### config.mk
export PLATFORM = sky130hd
export DESIGN_NAME = mem_port_arbiter
export DESIGN_NICKNAME = d
export VERILOG_FILES = /design/src/rtl/mem_port_arbiter.sv
export SDC_FILE = /design/constraint.sdc
export NUM_CORES = 1
export LEC_CHECK = 0
export ABC_AREA = 1
export BUFFER_PORTS_ARGS = -buffer_cell sky130_fd_sc_hd__buf_2
export CAP_MARGIN = 20
export CELL_PAD_IN_SITES_DETAIL_PLACEMENT = 0
export CELL_PAD_IN_SITES_GLOBAL_PLACEMENT = 2
export CORE_UTILIZATION = 28
export DETAILED_ROUTE_END_ITERATION = 8
export GPL_TIMING_DRIVEN = 0
export PLACE_DENSITY = 0.92
export SLEW_MARGIN = 15
export SYNTH_ARGS = -nofsm -noshare
export SYNTH_HDL_FRONTEND = slang
export SYNTH_SLANG_ARGS = --single-unit
### constraint.sdc
create_clock -name clk -period 11 [get_ports clk]
set_input_delay 1.1 -clock clk [delete_from_list [all_inputs] [get_ports clk]]
set_output_delay 1.1 -clock clk [all_outputs]
set_load 0.02 [all_outputs]
### src/rtl/mem_port_arbiter.sv
// -----------------------------------------------------------------------------
// mem_port_arbiter
//   Shares one single-port memory between an instruction-fetch requester (IF)
//   and a data-memory requester (DM). Data requests normally win, but a fetch
//   that has been passed over STARVE_LIMIT times in a row is granted next.
//   Each transaction runs GNT_x -> RESP -> IDLE. A memory that never answers
//   is abandoned after TIMEOUT cycles and the ack is flagged with err.
//
// Ports
//   clk, reset        : clock, asynchronous active-high reset
//   if_req/if_addr    : fetch read request (held until if_ack)
//   if_rdata/if_ack   : registered fetch data, one-cycle completion pulse
//   dm_req/dm_we/dm_addr/dm_wdata : data request (held until dm_ack)
//   dm_rdata/dm_ack   : registered read data, one-cycle completion pulse
//   mem_req/mem_we/mem_addr/mem_wdata : registered request to the memory
//   mem_rdata/mem_ready : memory read data and one-cycle completion
//   err               : pulses together with the ack of a timed-out access
// -----------------------------------------------------------------------------
module mem_port_arbiter #(
  parameter int DATA_WIDTH   = 32,
  parameter int ADDR_WIDTH   = 32,
  parameter int STARVE_LIMIT = 4,
  parameter int TIMEOUT      = 16
) (
  input  logic                  clk,
  input  logic                  reset,
  input  logic                  if_req,
  input  logic [ADDR_WIDTH-1:0] if_addr,
  output logic [DATA_WIDTH-1:0] if_rdata,
  output logic                  if_ack,
  input  logic                  dm_req,
  input  logic                  dm_we,
  input  logic [ADDR_WIDTH-1:0] dm_addr,
  input  logic [DATA_WIDTH-1:0] dm_wdata,
  output logic [DATA_WIDTH-1:0] dm_rdata,
  output logic                  dm_ack,
  output logic                  mem_req,
  output logic                  mem_we,
  output logic [ADDR_WIDTH-1:0] mem_addr,
  output logic [DATA_WIDTH-1:0] mem_wdata,
  input  logic [DATA_WIDTH-1:0] mem_rdata,
  input  logic                  mem_ready,
  output logic                  err
);

  localparam int SW = $clog2(STARVE_LIMIT + 1);
  localparam int WW = $clog2(TIMEOUT + 1);
  localparam logic [SW-1:0] STARVE_MAX = SW'(STARVE_LIMIT);
  // The grant cycle in which the counter holds this value is the last one.
  localparam logic [WW-1:0] WAIT_LAST  = WW'(TIMEOUT - 1);

  typedef enum logic [1:0] {IDLE, GNT_IF, GNT_DM, RESP} state_t;

  state_t                  state_q;
  logic [SW-1:0]           starve_q;
  logic [WW-1:0]           wait_q;
  logic                    mem_req_q;
  logic                    mem_we_q;
  logic [ADDR_WIDTH-1:0]   mem_addr_q;
  logic [DATA_WIDTH-1:0]   mem_wdata_q;
  logic [DATA_WIDTH-1:0]   if_rdata_q;
  logic [DATA_WIDTH-1:0]   dm_rdata_q;
  logic                    if_ack_q;
  logic                    dm_ack_q;
  logic                    err_q;

  logic                    pick_dm_d;
  logic [SW-1:0]           starve_d;
  logic [WW-1:0]           wait_d;
  logic                    timeout_d;

  // Arbitration decision and starvation bookkeeping, only used from IDLE.
  always_comb begin
    pick_dm_d = dm_req && ((starve_q < STARVE_MAX) || !if_req);
    starve_d  = starve_q;
    if (pick_dm_d) begin
      // Only a data grant that actually passes over a waiting fetch counts.
      if (if_req && (starve_q != STARVE_MAX)) begin
        starve_d = starve_q + SW'(1);
      end
    end else if (if_req) begin
      starve_d = '0;
    end
    wait_d    = wait_q + WW'(1);
    timeout_d = (wait_q == WAIT_LAST);
  end

  always_ff @(posedge clk or posedge reset) begin
    if (reset) begin
      state_q     <= IDLE;
      starve_q    <= '0;
      wait_q      <= '0;
      mem_req_q   <= 1'b0;
      mem_we_q    <= 1'b0;
      mem_addr_q  <= '0;
      mem_wdata_q <= '0;
      if_rdata_q  <= '0;
      dm_rdata_q  <= '0;
      if_ack_q    <= 1'b0;
      dm_ack_q    <= 1'b0;
      err_q       <= 1'b0;
    end else begin
      // Acks and err are single-cycle pulses raised only on entry to RESP.
      if_ack_q <= 1'b0;
      dm_ack_q <= 1'b0;
      err_q    <= 1'b0;
      unique case (state_q)
        IDLE: begin
          wait_q   <= '0;
          starve_q <= starve_d;
          if (pick_dm_d) begin
            state_q     <= GNT_DM;
            mem_req_q   <= 1'b1;
            mem_we_q    <= dm_we;
            mem_addr_q  <= dm_addr;
            mem_wdata_q <= dm_wdata;
          end else if (if_req) begin
            state_q     <= GNT_IF;
            mem_req_q   <= 1'b1;
            mem_we_q    <= 1'b0;
            mem_addr_q  <= if_addr;
            mem_wdata_q <= '0;
          end
        end
        GNT_IF: begin
          // A ready on the final wait cycle still counts as a normal completion.
          if (mem_ready || timeout_d) begin
            state_q   <= RESP;
            mem_req_q <= 1'b0;
            if_ack_q  <= 1'b1;
            err_q     <= !mem_ready;
            if (mem_ready) begin
              if_rdata_q <= mem_rdata;
            end
          end else begin
            wait_q <= wait_d;
          end
        end
        GNT_DM: begin
          if (mem_ready || timeout_d) begin
            state_q   <= RESP;
            mem_req_q <= 1'b0;
            mem_we_q  <= 1'b0;
            dm_ack_q  <= 1'b1;
            err_q     <= !mem_ready;
            if (mem_ready && !mem_we_q) begin
              dm_rdata_q <= mem_rdata;
            end
          end else begin
            wait_q <= wait_d;
          end
        end
        RESP: begin
          state_q <= IDLE;
        end
        default: begin
          state_q <= IDLE;
        end
      endcase
    end
  end

  assign mem_req   = mem_req_q;
  assign mem_we    = mem_we_q;
  assign mem_addr  = mem_addr_q;
  assign mem_wdata = mem_wdata_q;
  assign if_rdata  = if_rdata_q;
  assign dm_rdata  = dm_rdata_q;
  assign if_ack    = if_ack_q;
  assign dm_ack    = dm_ack_q;
  assign err       = err_q;

endmodule
==> results.sh, run 1 <==
export IMPL_synth_compound_area_frac=0.0616
export IMPL_initial_utilization=0.287
export IMPL_crit_required_ps=9900
export IMPL_cts_path_max_buffers=2
export IMPL_synth_simple_gate_area_frac=0.260
export IMPL_setup_violations=0
export IMPL_status="complete, no violations"
export IMPL_fp_coreArea_um2=21100
export IMPL_area_growth_pct=38.1
export IMPL_setup_ws_ps=8920
export IMPL_post_cts_setup_buffers=0
export IMPL_cp_slowest_cell="dfrtp_1"
export IMPL_hp_class="reg2reg"
export IMPL_drive_above_1_share=0.325
export IMPL_leakage_nw=4.90
export IMPL_antenna_found_initial=1
export IMPL_synth_top_area_share=0.591
export IMPL_met3_usage=0.0303
export IMPL_path_delay_family="flip-flops"
export IMPL_netlist_area_um2=6060
export IMPL_synthXorXnorAreaFrac=0.00145
export IMPL_synth_top_area_cell="dfrtp_1"
export IMPL_power_density_nw_per_um2=304
export IMPL_netlist_instances=718
export IMPL_ys_types=21
export IMPL_worstMarginPinSlew_ps=527
export IMPL_finalPower_w=0.00254
export IMPL_yosysWarnings=0
export IMPL_htree_levels=4
export IMPL_std_cell_rows=53
export IMPL_portBuffers=266
export IMPL_synthMuxAreaShare=0
export IMPL_crit_path_start_kind="flop"
export IMPL_vias=5555
export IMPL_cp_end_kind="output pin"
export IMPL_cts_sinks=143
export IMPL_dp_cells=1260
export IMPL_pin_count=267
export IMPL_worst_setup_path_type="reg2out"
export IMPL_pre_cts_slack_ps=8760
export IMPL_grt_util_met1=0.217
export IMPL_die_w_um=149
export IMPL_overflow=0
export IMPL_grt_pass1_wl_mm=28.6
export IMPL_grt_max_degree=73
export IMPL_ctsResizeCount=0
export IMPL_drt_iter0_markers=239
export IMPL_slowest_delay_ps=390
export IMPL_placed_area_um2=7770
export IMPL_cp_num_cells=1
export IMPL_fmax_mhz=480
export IMPL_rsz0062_at_grt="false"
export IMPL_final_cell_area_um2=8370
export IMPL_grt_util_all_layers=0.167
export IMPL_cts_tree="yes"
export IMPL_clkLatencyLatePin_ps=410
export IMPL_num_nets_final=1147
export IMPL_timing_max_transition_violations_final=0
export IMPL_synth_top_family_by_area="simple AND/OR/NAND/NOR gates"
export IMPL_synth_seq_cells=143
export IMPL_holdBufCountCts=0
export IMPL_min_path_cells=2
export IMPL_first_global_vias=5353
export IMPL_path_clk_slew_ps=60
export IMPL_drt_total_wl_mm=18.3
export IMPL_die_area_um2=22200
export IMPL_period_share=0.189
export IMPL_ant_nets=0
export IMPL_synth_nets=861
export IMPL_clock_skew_ps=6.19
export IMPL_peakVddDrop_mv=0.0941
export IMPL_crit_path_max_fanout=3
export IMPL_drc=0
export IMPL_path_cells="buf_2"
export IMPL_synthAdderAreaFrac=0.0186
export IMPL_die_h_um=149
export IMPL_maxSlewHeadroom=0.649
export IMPL_setup_tns_ps=0
export IMPL_cp_num_buf_inv=1
export IMPL_grt_busiest_layer="met2"
export IMPL_firstDrtPassIters=7
export IMPL_cts_root_buffer="clkbuf_16"
export IMPL_netlist_top_cells_area="dfrtp_1 59%, nand2_1 22%, nand3_1 3.2%"
export IMPL_maxCapViolations=0
export IMPL_dp_hpwl_mm=13.4
export IMPL_drt_vias_per_instance=4.30
export IMPL_finalHoldViolCount=0
export IMPL_place_congestion=0.761
export IMPL_syn_avg_cell_area_um2=8.44
export IMPL_ff2ff_path_depth=9
export IMPL_cts_buffers=17
export IMPL_ys_seq_area_frac=0.591
export IMPL_post_drt_wl_per_cell_um=14.1
export IMPL_use_met2=0.278
export IMPL_cp_arrival_ps=980
export IMPL_fin_crit_ps=2080
export IMPL_stdcell_count=1293
## cell usage in the layout (no fill, tap or decap)
master      synthesis  final
nor2_1             11     11
buf_1               3      3
nand3_1            39     39
clkinvlp_4          0      5
buf_4               7      7
or2_2               1      1
buf_16              0      1
inv_6               0      4
o22ai_1             2      2
clkbuf_8            0      1
inv_2               1      1
xor2_1              1      1
and3_1              1      1
o21ai_1            33     33
buf_6               4      4
clkbuf_16           0     17
diode_2             0      1
a21oi_1             2      2
dfrtp_1           143    143
inv_1              51     50
nand2_1           347    347
inv_8               0      2
ha_1                9      9
bufinv_16           0      2
o21ai_0            37     37
nand2_2             2      2
nand4_1             2      2
clkinv_4            0      1
clkbuf_1            5      6
buf_2              17    283
## report_power, final
part / total, W / internal (W) / switching (W)
clock: 0.000584 / 0.000345 / 0.000239
sequential: 0.000874 / 0.000756 / 0.000118
combinational: 0.00109 / 0.000354 / 0.000732
## kinds of logic (layout without fill, tap and decap cells)
family                   count (synthesis)  in the layout
AO/OA/AOI/OAI                           74             74
XOR/XNOR                                 1              1
other                                    0              1
AND/OR/NAND/NOR                        403            403
adder cells (fa/ha/maj)                  9              9
buffers and inverters                   88            387
flip-flops                             143            143
## cells in the mapped netlist
master / count
buf_6: 4
o21ai_1: 33
o22ai_1: 2
or2_2: 1
o21ai_0: 37
nand2_2: 2
inv_2: 1
buf_4: 7
nand4_1: 2
a21oi_1: 2
nand3_1: 39
and3_1: 1
dfrtp_1: 143
xor2_1: 1
inv_1: 51
buf_2: 17
nand2_1: 347
nor2_1: 11
ha_1: 9
buf_1: 3
clkbuf_1: 5
## area by class of cell
class / instances / area [um2]
tap: 275 / 344
clock buffer: 19 / 443
timing repair buffer: 267 / 1360
antenna: 1 / 2.50
fill: 2257 / 12700
sequential: 143 / 3580
buffer: 36 / 213
clock inverter: 13 / 153
inverter: 52 / 203
multi-input combinational: 487 / 2070
## stage by stage
| step | util | hold WS [ps] |
|---|---|---|
| after floorplan | - | 467 |
| after global placement | 0.367 | 457 |
| after detailed placement | 0.368 | 460 |
| after CTS | 0.397 | 477 |
| after global routing | 0.397 | 490 |
| final | 0.397 | 470 |
## routing by layer
metal,wire (um),share of wire,up-vias
met5,0,0,-
met4,284,0.016,0
met3,885,0.048,16
met2,8950,0.49,147
met1,8130,0.45,2597
li1,-,-,2795
## registers in the layout, indices dropped and copies added (netlist names), 2 cells and up
name       flops
dm_rdata      32
state_q        2
wait_q         5
starve_q       3
if_rdata      32
mem_wdata     32
mem_addr      32
## path summary, 6_finish.rpt
check | startpoint | to | slack [ps]
setup / recovery | mem_we$_DFFE_PP0P_ | mem_we | 8920
hold / removal | mem_addr[29]$_DFFE_PP0P_ | mem_addr[29]$_DFFE_PP0P_ | 470
setup reg to reg | wait_q[0]$_DFFE_PP0P_ | state_q[0]$_DFFE_PP0P_ | 9210
hold reg to reg | mem_addr[29]$_DFFE_PP0P_ | mem_addr[29]$_DFFE_PP0P_ | 470
max in group asynchronous | reset | mem_addr[29]$_DFFE_PP0P_ | 9510
min in group asynchronous | reset | dm_rdata[17]$_DFFE_PP0P_ | 750
(Power assumes the default switching activity.)
==> run 2, diff against run 1 <==
--- a/config.mk
+++ b/config.mk
@@ -10,10 +10,10 @@
 export CAP_MARGIN = 20
 export CELL_PAD_IN_SITES_DETAIL_PLACEMENT = 0
 export CELL_PAD_IN_SITES_GLOBAL_PLACEMENT = 2
-export CORE_UTILIZATION = 28
+export CORE_UTILIZATION = 23
 export DETAILED_ROUTE_END_ITERATION = 8
 export GPL_TIMING_DRIVEN = 0
-export PLACE_DENSITY = 0.92
+export PLACE_DENSITY = 0.82
 export SLEW_MARGIN = 15
 export SYNTH_ARGS = -nofsm -noshare
 export SYNTH_HDL_FRONTEND = slang
==> constraint.sdc (replaced) <==
create_clock -name clk -period 1.7 [get_ports clk]
set_input_delay 0.17 -clock clk [delete_from_list [all_inputs] [get_ports clk]]
set_output_delay 0.17 -clock clk [all_outputs]
set_load 0.02 [all_outputs]
==> results.sh, run 2 (synthesis gave the netlist of run 1 again) <==
export IMPL_grt_util_all_layers=0.151
export IMPL_final_cell_mix="343 x nand2_1, 280 x buf_2, 143 x dfrtp_1"
export IMPL_die_h_um=164
export IMPL_setup_ws_ps=131
export IMPL_slowest_delay_ps=400
export IMPL_cp_end_kind="flop"
export IMPL_cp_num_buf_inv=1
export IMPL_drt_vias_per_instance=4.09
export IMPL_clkLatencyLatePin_ps=420
export IMPL_placed_area_um2=7930
export IMPL_maxCapViolations=0
export IMPL_cts_tree="yes"
export IMPL_cts_path_max_buffers=2
export IMPL_firstDrtPassIters=4
export IMPL_cts_buffers=17
export IMPL_fp_coreArea_um2=25900
export IMPL_clock_skew_ps=12.6
export IMPL_finalHoldViolCount=0
export IMPL_worst_setup_path_type="reg2reg"
export IMPL_peakVddDrop_mv=0.598
export IMPL_fin_crit_ps=1570
export IMPL_finalPower_w=0.0170
export IMPL_timing_max_transition_violations_final=0
export IMPL_initial_utilization=0.234
export IMPL_htree_levels=4
export IMPL_path_delay_family="simple AND/OR/NAND/NOR gates"
export IMPL_final_cell_area_um2=9210
export IMPL_power_density_nw_per_um2=1840
export IMPL_cts_root_buffer="clkbuf_16"
export IMPL_seqPwrFrac=0.334
export IMPL_die_area_um2=27000
export IMPL_num_nets_final=1213
export IMPL_dp_hpwl_mm=14.6
export IMPL_final_common_cell="nand2_1"
export IMPL_vias=5798
export IMPL_place_congestion=0.737
export IMPL_path_clk_slew_ps=70
export IMPL_path_cells="ha_1 > and3_1 > ha_2 > nor2_4 > nand2_4 > nand2_2 > inv_1 > nand2_1 > nand2_1"
export IMPL_ant_nets=0
export IMPL_crit_path_start_kind="flop"
export IMPL_grt_pass1_wl_mm=31.0
export IMPL_intPower_w=0.00974
export IMPL_first_global_vias=5759
export IMPL_cts_sinks=143
export IMPL_leakage_nw=5.24
export IMPL_grt_max_degree=34
export IMPL_overflow=0
export IMPL_crit_required_ps=2010
export IMPL_drt_iter0_markers=294
export IMPL_std_cell_rows=59
export IMPL_p_comb_frac=0.435
export IMPL_portBuffers=266
export IMPL_swShare=0.426
export IMPL_setup_tns_ps=0
export IMPL_die_w_um=164
export IMPL_worstMarginPinSlew_ps=501
export IMPL_drive_above_1_share=0.326
export IMPL_area_growth_pct=52.1
export IMPL_pin_count=267
export IMPL_fmax_mhz=637
export IMPL_antenna_found_initial=2
export IMPL_hp_class="in2reg"
export IMPL_setup_violations=0
export IMPL_cpMostUsedCell="nand2_1"
export IMPL_post_drt_wl_per_cell_um=14.3
export IMPL_cp_slowest_cell="dfrtp_1"
export IMPL_rsz0062_at_grt="false"
export IMPL_p_clk_frac=0.231
export IMPL_pre_cts_slack_ps=-137
export IMPL_drc=0
export IMPL_dp_cells=1324
export IMPL_p_sw_w=0.00724
export IMPL_period_share=0.923
export IMPL_stdcell_count=1419
export IMPL_crit_path_max_fanout=7
export IMPL_maxSlewHeadroom=0.665
export IMPL_drt_total_wl_mm=20.3
export IMPL_cp_arrival_ps=1880
export IMPL_status="complete, no violations"
[run 2: stage by stage]
stage / hold slack, ps / utilization
final: 22.1 / 0.355
after global routing: 11.9 / 0.355
after CTS: 0.823 / 0.353
after detailed placement: 225 / 0.306
after global placement: 397 / 0.301
after floorplan: 305 / -
[run 2: final timing paths]
kind | start | to | slack (ps) | depth (start not counted)
setup / recovery | wait_q[0]$_DFFE_PP0P_ | state_q[0]$_DFFE_PP0P_ | 130 | 9
hold / removal | mem_rdata[22] | dm_rdata[22]$_DFFE_PP0P_ | 20 | 3
setup reg to reg | wait_q[0]$_DFFE_PP0P_ | state_q[0]$_DFFE_PP0P_ | 130 | 9
hold reg to reg | mem_addr[4]$_DFFE_PP0P_ | mem_addr[4]$_DFFE_PP0P_ | 470 | 2
max in group asynchronous | reset | mem_wdata[15]$_DFFE_PP0P_ | 610 | 5
min in group asynchronous | reset | if_rdata[11]$_DFFE_PP0P_ | 340 | 3
[run 2: layer usage]
layer	global-route usage	vias up	part of all wire
li1	-	2938	-
met1	0.190	2692	0.44
met2	0.254	154	0.50
met3	0.0364	14	0.050
met4	0.0450	0	0.0093
met5	0	-	0
[run 2: repair_timing]
action                                  in CTS  in global routing
endpoints found under the setup margin      88                 77
resized for setup                           10                 18
hold buffers                                59                  1
cloned                                       0                  1
pin swaps                                    0                  1
setup buffers                                0                  1
hold endpoints to repair                    75                  1
[run 2: area by class of cell]
class                           count  area, um2
Fill cell                        2745      16700
Inverter                           52        199
Antenna cell                        2       5.00
Sequential cell                   143       3580
Buffer                             36        239
Multi-Input combinational cell    487       2100
Clock inverter                     14        180
Clock buffer                       17        425
Timing Repair Buffer              333       2060
Tap cell                          335        419
[run 2: power groups by stage]
stage	clock network [W]	logic, W	registers, W
global route	0.00419	0.00823	0.00585
global placement	0	0.00720	0.00568
detailed placement	0	0.00728	0.00571
CTS	0.00405	0.00745	0.00567
floorplan	0	0.00279	0.00738
finish	0.00392	0.00739	0.00567
[run 2: tightest hold or removal path, stage by stage]
cell,delay (ps)
buf_2,100
inv_1,70
o21ai_1,70
